==> src/rtl/tinsel_acc_pkg.sv <==
// Shared types for the message-aware forwarding accelerator: mesh address,
// flit layout, forwarder FSM state and the own-address compare.
package tinsel_acc_pkg;

  localparam int MESH_X_BITS  = 2;
  localparam int MESH_Y_BITS  = 2;
  localparam int TILE_X_BITS  = 2;
  localparam int TILE_Y_BITS  = 2;
  localparam int LOCAL_BITS   = 6;
  localparam int PAYLOAD_BITS = 32;

  typedef struct packed {
    logic                   acc;
    logic [MESH_Y_BITS-1:0] board_y;
    logic [MESH_X_BITS-1:0] board_x;
    logic [TILE_Y_BITS-1:0] tile_y;
    logic [TILE_X_BITS-1:0] tile_x;
    logic [LOCAL_BITS-1:0]  local_addr;
  } net_addr_t;

  localparam int NET_ADDR_BITS = $bits(net_addr_t);

  typedef struct packed {
    net_addr_t               dest;
    logic [PAYLOAD_BITS-1:0] payload;
    logic                    not_final_flit;
    logic                    is_idle_token;
  } flit_t;

  localparam int FLIT_BITS = $bits(flit_t);

  typedef enum logic [1:0] {
    ST_HEAD = 2'd0,
    ST_BODY = 2'd1,
    ST_DROP = 2'd2
  } fwd_state_t;

  // True when dest names this accelerator on this board and tile.
  function automatic logic is_self_addr(
    input net_addr_t              dest,
    input logic [MESH_X_BITS-1:0] board_x,
    input logic [MESH_Y_BITS-1:0] board_y,
    input logic [TILE_X_BITS-1:0] tile_x,
    input logic [TILE_Y_BITS-1:0] tile_y
  );
    return dest.acc && (dest.board_x == board_x) && (dest.board_y == board_y)
        && (dest.tile_x == tile_x) && (dest.tile_y == tile_y);
  endfunction

endpackage

==> src/rtl/tinsel_acc_flit_fifo.sv <==
// Show-ahead flit FIFO, power-of-2 depth, state updated on the falling clock edge.
// Push and pop may coincide at any occupancy; reset is asynchronous active-high.
module tinsel_acc_flit_fifo #(
  parameter int DEPTH = 4,
  parameter int WIDTH = 8
) (
  input  logic             clk,
  input  logic             rst_n,
  input  logic             push,
  input  logic [WIDTH-1:0] wdata,
  input  logic             pop,
  output logic [WIDTH-1:0] rdata,
  output logic             full,
  output logic             empty
);

  localparam int AW = $clog2(DEPTH);

  logic [WIDTH-1:0] mem [DEPTH];
  logic [AW:0]      wr_ptr;
  logic [AW:0]      rd_ptr;
  logic             do_push;
  logic             do_pop;

  // Extra pointer bit distinguishes full from empty when the indices match.
  assign empty   = (wr_ptr == rd_ptr);
  assign full    = (wr_ptr[AW] != rd_ptr[AW]) && (wr_ptr[AW-1:0] == rd_ptr[AW-1:0]);
  assign do_pop  = pop && !empty;
  assign do_push = push && (!full || do_pop);
  assign rdata   = empty ? '0 : mem[rd_ptr[AW-1:0]];

  // NOTE: sequential state uses non-blocking assignments so every register samples pre-edge values.
  always_ff @(negedge clk or posedge rst_n) begin
    if (rst_n) begin
      wr_ptr <= '0;
      rd_ptr <= '0;
    end else begin
      if (do_push) wr_ptr <= wr_ptr + (AW+1)'(1);
      if (do_pop)  rd_ptr <= rd_ptr + (AW+1)'(1);
    end
  end

  // NOTE: storage is deliberately not reset; validity is carried by the pointers alone.
  always_ff @(negedge clk) begin
    if (do_push) mem[wr_ptr[AW-1:0]] <= wdata;
  end

endmodule

==> src/rtl/tinsel_acc_msg_forwarder.sv <==
// Message-aware forwarding accelerator: re-addresses every flit of a message to the
// destination held in its head payload. Statistics counters exist only with TINSEL_ACC_FWD_STATS_EN.
module tinsel_acc_msg_forwarder
  import tinsel_acc_pkg::*;
#(
  parameter int TILE_X    = 0,
  parameter int TILE_Y    = 0,
  parameter int IN_DEPTH  = 4,
  parameter int OUT_DEPTH = 4,
  parameter int DROP_SELF = 1,
  parameter int CNT_W     = 32
) (
  input  logic                   clk,
  input  logic                   rst_n,
  input  logic [MESH_X_BITS-1:0] board_x,
  input  logic [MESH_Y_BITS-1:0] board_y,
  input  logic [FLIT_BITS-1:0]   in_data,
  input  logic                   in_valid,
  output logic                   in_ready,
  output logic [FLIT_BITS-1:0]   out_data,
  output logic                   out_valid,
  input  logic                   out_ready
`ifdef TINSEL_ACC_FWD_STATS_EN
  ,
  output logic [CNT_W-1:0]       msg_count,
  output logic [CNT_W-1:0]       flit_count,
  output logic [CNT_W-1:0]       drop_count
`endif
);

  localparam logic [TILE_X_BITS-1:0] OWN_TILE_X = TILE_X_BITS'(TILE_X);
  localparam logic [TILE_Y_BITS-1:0] OWN_TILE_Y = TILE_Y_BITS'(TILE_Y);

  flit_t      in_head;
  flit_t      out_flit;
  net_addr_t  head_dest;
  net_addr_t  dest_q;
  net_addr_t  dest_nxt;
  fwd_state_t state;
  fwd_state_t state_nxt;
  logic       in_full, in_empty, out_full, out_empty;
  logic       in_push, out_pop;
  logic       head_is_self;
  logic       discard;
  logic       fire;

  // in_ready is held low for the whole time reset is asserted.
  assign in_ready  = !in_full && !rst_n;
  assign in_push   = in_valid && in_ready;
  assign out_valid = !out_empty;
  assign out_pop   = out_valid && out_ready;

  tinsel_acc_flit_fifo #(.DEPTH(IN_DEPTH), .WIDTH(FLIT_BITS)) u_in_fifo (
    .clk   (clk),
    .rst_n (rst_n),
    .push  (in_push),
    .wdata (in_data),
    .pop   (fire),
    .rdata (in_head),
    .full  (in_full),
    .empty (in_empty)
  );

  tinsel_acc_flit_fifo #(.DEPTH(OUT_DEPTH), .WIDTH(FLIT_BITS)) u_out_fifo (
    .clk   (clk),
    .rst_n (rst_n),
    .push  (fire && !discard),
    .wdata (out_flit),
    .pop   (out_pop),
    .rdata (out_data),
    .full  (out_full),
    .empty (out_empty)
  );

  assign head_dest    = net_addr_t'(in_head.payload[NET_ADDR_BITS-1:0]);
  assign head_is_self = (DROP_SELF != 0)
                     && is_self_addr(head_dest, board_x, board_y, OWN_TILE_X, OWN_TILE_Y);

  // Discarded flits never need output space, so a DROP message drains under backpressure.
  assign fire = !in_empty && (discard || !out_full);

  // NOTE: every output of this block is defaulted first so no path can infer a latch.
  always_comb begin
    state_nxt = state;
    dest_nxt  = dest_q;
    discard   = 1'b0;
    out_flit  = in_head;
    unique case (state)
      ST_HEAD: begin
        if (!in_head.is_idle_token) begin
          dest_nxt = head_dest;
          if (head_is_self) begin
            discard   = 1'b1;
            state_nxt = in_head.not_final_flit ? ST_DROP : ST_HEAD;
          end else begin
            out_flit.dest          = head_dest;
            out_flit.is_idle_token = 1'b0;
            state_nxt = in_head.not_final_flit ? ST_BODY : ST_HEAD;
          end
        end
      end
      ST_BODY: begin
        if (!in_head.is_idle_token) begin
          out_flit.dest          = dest_q;
          out_flit.is_idle_token = 1'b0;
          if (!in_head.not_final_flit) state_nxt = ST_HEAD;
        end
      end
      ST_DROP: begin
        if (!in_head.is_idle_token) begin
          discard = 1'b1;
          if (!in_head.not_final_flit) state_nxt = ST_HEAD;
        end
      end
      default: state_nxt = ST_HEAD;
    endcase
  end

  always_ff @(negedge clk or posedge rst_n) begin
    if (rst_n) begin
      state  <= ST_HEAD;
      dest_q <= '0;
    end else if (fire) begin
      state  <= state_nxt;
      dest_q <= dest_nxt;
    end
  end

`ifdef TINSEL_ACC_FWD_STATS_EN
  always_ff @(negedge clk or posedge rst_n) begin
    if (rst_n) begin
      msg_count  <= '0;
      flit_count <= '0;
      drop_count <= '0;
    end else if (fire && !in_head.is_idle_token) begin
      if (discard) begin
        if (!in_head.not_final_flit) drop_count <= drop_count + CNT_W'(1);
      end else begin
        flit_count <= flit_count + CNT_W'(1);
        if (!in_head.not_final_flit) msg_count <= msg_count + CNT_W'(1);
      end
    end
  end
`endif

endmodule

==> config.mk <==
export PLATFORM = sky130hd
export DESIGN_NAME = tinsel_acc_msg_forwarder
export DESIGN_NICKNAME = d
export VERILOG_FILES = /design/src/rtl/tinsel_acc_pkg.sv /design/src/rtl/tinsel_acc_flit_fifo.sv /design/src/rtl/tinsel_acc_msg_forwarder.sv
export SDC_FILE = /design/constraint.sdc
export NUM_CORES = 1
export LEC_CHECK = 0
export BUFFER_PORTS_ARGS = -buffer_cell sky130_fd_sc_hd__buf_2
export CORE_MARGIN = 5
export CORE_UTILIZATION = 50
export DETAILED_ROUTE_END_ITERATION = 10
export PLACE_DENSITY = 0.68
export SLEW_MARGIN = 10
export SYNTH_ARGS = -nofsm -noshare
export SYNTH_HDL_FRONTEND = slang
export SYNTH_HIERARCHICAL = 1
export SYNTH_SLANG_ARGS = --single-unit
==> constraint.sdc <==
create_clock -name clk -period 13.3 [get_ports clk]
set_clock_uncertainty 0.05 [all_clocks]
set_input_delay 1.995 -clock clk [delete_from_list [all_inputs] [get_ports clk]]
set_output_delay 1.995 -clock clk [all_outputs]
set_load 0.02 [all_outputs]
Yosys cells after proc, flatten, opt, wreduce, memory -nomap -nowiden:

Memories as Yosys holds them, arrays and structs flattened.
Cells that the tools add are included.

* add/subtract/negate cells: 4
* $mul: 0
* divide/modulo/power cells: 0
* $lt $le $gt $ge: 0
* equality and inequality tests: 13
* shifts and indexed selects: 0
* mux-type cells: 23
* bitwise operators: 1
* reduce and logical (&&, ||, !) cells: 31

Operators with widths (count)
* 2-to-1 mux 49 bit: 2
* 2-to-1 mux 15 bit: 3
* one-hot mux 15 bit (2 select lines): 1
* logical AND 1 bit: 15
* adder 3 x 1 -> 3 bit, second input constant: 4
* 2-to-1 mux 1 bit: 10
* 2-to-1 mux 2 bit: 5
* equality test 2 bit: 4
* equality test 3 bit: 2
* zero test 1 bit: 6
* zero test 2 bit: 3
* inequality test 2 bit, second input constant: 3
* one-hot mux 2 bit (2 select lines): 1
* AND reduction 4 bit: 1
* OR reduction 2 bit: 2
* logical OR 1 bit: 3
* AND reduction 3 bit: 1
* equality test 2 x 1 -> 1 bit, second input constant: 1
* equality test 2 bit, second input constant: 1
* inequality test 1 bit: 2
* one-hot mux 1 bit (2 select lines): 1
* inverter 1 bit: 1

* flip-flop bits (word level): 29
* bits in latches: 0
* RAM bits: 392
* bits in read-only memories: 0
* input port bits: 57
* word-level logic and storage cells: 85
* memories kept: 2

Memory list
* u_in_fifo.mem: depth 4, bits a word 49, read ports 1, clocked after Yosys merged registers in 0, write ports 1, RTL line tinsel_acc_flit_fifo.sv:19 `logic [WIDTH-1:0] mem [DEPTH];`
* u_out_fifo.mem: depth 4, bits a word 49, read ports 1, clocked after Yosys merged registers in 0, write ports 1, RTL line tinsel_acc_flit_fifo.sv:19

Logic depth before layout (Yosys ltp):

* depth in word-level cells: 17
* depth in mapped cells: 14
* mapped depth without buffers: 10

Modules after synthesis:

The synthesis kept the hierarchy.

Modules (own cells, without submodules)
* tinsel_acc_flit_fifo: times used 2, cells an instance 348, area an instance 7848.8 µm², sequential area each 6035.8 µm²
* tinsel_acc_msg_forwarder: times used 1, cells an instance 228, area an instance 1655.3 µm², sequential area each 425.4 µm²

==> metrics.csv <==
stage,metric,value,unit
floorplan,core area,0.0344,mm²
clock_network,H-Tree Depth,2,
clock_network,CTS resizes,0,
worst_setup_path,WS Path Type,reg2out,
clock_network,cts hold-fix bufs,0,
yosys,Synth Area per Inst,18.8,µm²
clock_network,CTS root buf,clkbuf_16,
drt,Post-DRT Antenna Nets,0,
worst_setup_path,crit-path max FO,33,
floorplan,# rows,68,
global_route,first-pass GRT wire length,57000,µm
drt,Iter 0 DRT Violations,726,
sta,Setup TNS,0,ns
global_route,vias in the first global route,10919,
cells_and_area,antenna diode count,0,
sta,RSZ-0062 raised after global routing,false,
place,detailed placement HPWL,22300,µm
drt,DR vias/cell,5.19,
worst_setup_path,R2R depth,13,
yosys,Post-Synthesis Cells,924,
floorplan,Die X,196,µm
clock_network,clk_lat worst skew,0.60,ns
global_route,initial antenna violation count,1,
floorplan,io pins,108,
yosys,Synth area leader,edfxtp_1,
job,max_cap viols,0,
yosys,sequential fraction of the synthesis area,0.720,
drt,Via Count,10031,
hold_path,Worst Hold Launch,u_in_fifo/wr_ptr[2]$_DFFE_NP0P_,
yosys,Post-Syn Area,0.0174,mm²
worst_setup_path,r2r startpoint,u_in_fifo/rd_ptr[0]$_DFFE_NP0P_,
yosys,top post-synthesis cells by area,"edfxtp_1 68%, mux4_2 13%, dfrtn_1 4.2%",
cells_and_area,Layout area overhead,23.3,%
yosys,Post-synth EDFFs,392,
worst_setup_path,CP endpoint kind,output port,
cells_and_area,layout cells sized above 1,0.222,
cells_and_area,FILL cells,2528,
clock_network,Longest Clk Path Bufs,3,
clock_network,Post-CTS Setup Bufs,0,
yosys,Main synth FF type,edfxtp_1,
floorplan,Die ar.,0.0385,mm²
worst_setup_path,RR Endpoint,u_in_fifo/mem[1][27]$_DFFE_NP_,
yosys,Netlist cell types,50,
drt,residual DRC count,0,
sta,final hold violations,0,
sta,# setup viols final,0,
global_route,Tot GR Track Use,0.191,
drt,DR WL/cell,18.7,µm
hold_path,"Endpoint, Worst Hold",u_in_fifo/wr_ptr[2]$_DFFE_NP0P_,
drt,final wirelength,36200,µm
clock_network,TritonCTS buffer count,44,
sta,Worst Max-Slew Pin Slew,1.38,ns
global_route,total grt overflow,0,
sta,Slew HR,0.0800,
yosys,Synth top area share,0.678,
yosys,synth warn,6,
drt,First-pass DRT Iterations,6,
place,IO Port Bufs,107,
hold_path,Min-Delay Path Depth,1,
clock_network,CTS tree,done,
hold_path,HP Class,reg2reg,
yosys,synthesized net count,994,
cells_and_area,Nets,1511,
worst_setup_path,flop2flop setup slack,7.95,ns
global_route,largest net degree at the start of global routing,56,
place,RePlAce Congestion,0.829,
worst_setup_path,startpoint types,register,
floorplan,Die Y,196,µm
clock_network,Worst-path clk slew,0.05,ns
run_status,outcome,"finished, final reports clean",
worst_setup_path,Worst Path Required,11.26,ns
clock_network,CTS sink cnt,421,
worst_setup_path,Critical Path AT,9.55,ns
yosys,share of flip-flops with an asynchronous set or reset,0.0689,
floorplan,Initial Util,0.505,
sta,"Slew Viols, Final",0,
yosys,Seq cells post-synth,421,
==> critical path: stages, from the launching register on <==
cell,delay (ns)
dfrtn_1,0.39
buf_4,0.36
buf_4,0.62
mux4_2,0.63
nor2b_1,0.15
buf_2,0.17
==> layer usage <==
metal	track usage	routed length, µm	up-vias
met5	0	0	-
met4	0.0822	690	0
met3	0.0615	2660	52
met2	0.289	17400	367
met1	0.259	15400	4920
li1	-	-	4692
==> cell families (layout without fill, tap and decap cells) <==
| family | count (synthesis) | after routing | share of synthesized area |
|---|---|---|---|
| flops | 421 | 421 | 0.720 |
| simple gates | 228 | 228 | 0.0728 |
| mux | 103 | 103 | 0.130 |
| compound gates | 70 | 70 | 0.0341 |
| buf+inv | 69 | 621 | 0.0201 |
| xor+xnor | 20 | 20 | 0.0131 |
| fa+ha+maj | 13 | 13 | 0.00937 |
==> flip-flops by register name (all words and copies together) (netlist names) <==
signal	count
state	2
u_out_fifo/mem	196
u_in_fifo/mem	196
dest_q	15
u_out_fifo/rd_ptr	3
u_in_fifo/wr_ptr	3
u_in_fifo/rd_ptr	3
u_out_fifo/wr_ptr	3
==> layout by cell type, fill, tap and decap left out, types with 3 or more instances in the layout <==
master	synthesis	layout
nand2_1	49	49
clkinvlp_2	0	9
inv_1	15	413
xnor2_1	14	14
o2bb2ai_1	4	4
and2_1	4	4
o41ai_2	4	4
inv_6	0	3
nor2_1	15	15
a21oi_1	9	9
buf_2	18	107
a221o_1	11	11
edfxtp_1	392	392
nor2b_1	102	102
mux4_2	98	98
clkbuf_16	0	46
a22oi_1	4	4
ha_1	13	13
dfrtn_1	29	29
or3_1	12	12
buf_4	10	26
o21bai_1	5	5
and3_2	0	6
bufinv_16	0	7
nand3_1	15	15
o211ai_1	15	15
nor3_1	13	13
a22o_1	6	6
==> synthesized netlist by cell type (5+ instances only) <==
| library cell | instances |
|---|---|
| edfxtp_1 | 392 |
| nor2b_1 | 102 |
| mux4_2 | 98 |
| nand2_1 | 49 |
| dfrtn_1 | 29 |
| clkbuf_1 | 22 |
| buf_2 | 18 |
| inv_1 | 15 |
| nand3_1 | 15 |
| nor2_1 | 15 |
| o211ai_1 | 15 |
| xnor2_1 | 14 |
| ha_1 | 13 |
| nor3_1 | 13 |
| or3_1 | 12 |
| a221o_1 | 11 |
| buf_4 | 10 |
| a21oi_1 | 9 |
| and3_1 | 7 |
| a22o_1 | 6 |
| o21bai_1 | 5 |
==> stage by stage <==
step                area, µm²   util  setup slack (ns)  cells  hold slack (ns)
floorplan               17400      -              1.83    924            0.390
global placement        18400  0.536              1.67   1460            0.408
detailed placement      18400  0.536              1.64   1460            0.412
CTS                     21400  0.623              1.62   1931            0.413
global route            21400  0.623              1.47   1931            0.470
finish                  21400  0.623              1.71   1931            0.410
==> layout make-up <==
class	instances	area, µm²	area share
Clock inverter	426	1830	0.0855
Clock buffer	47	1150	0.0540
Tap cell	455	569	0.0266
Timing Repair Buffer	135	771	0.0360
Sequential cell	421	12500	0.584
Multi-Input combinational cell	434	4530	0.212
Inverter	13	48.8	0.00228
==> how the worst max path moves through the flow <==
stage	from	to	slack, ns	cells past startpoint
after floorplan	board_y[0]	u_in_fifo/mem[1][0]$_DFFE_NP_	1.83	8
after global placement	board_x[0]	u_in_fifo/mem[1][36]$_DFFE_NP_	1.67	9
after detailed placement	board_x[0]	u_in_fifo/mem[0][20]$_DFFE_NP_	1.64	9
after global routing	u_out_fifo/rd_ptr[0]$_DFFE_NP0P_	out_data[26]	1.47	5
after CTS	u_out_fifo/rd_ptr[0]$_DFFE_NP0P_	out_data[6]	1.62	5
final	u_out_fifo/rd_ptr[0]$_DFFE_NP0P_	out_data[6]	1.71	5
Power is left out: the tool's default activity adds up to more than one toggle a clock period on the data nets, which glitch-free logic cannot reach.
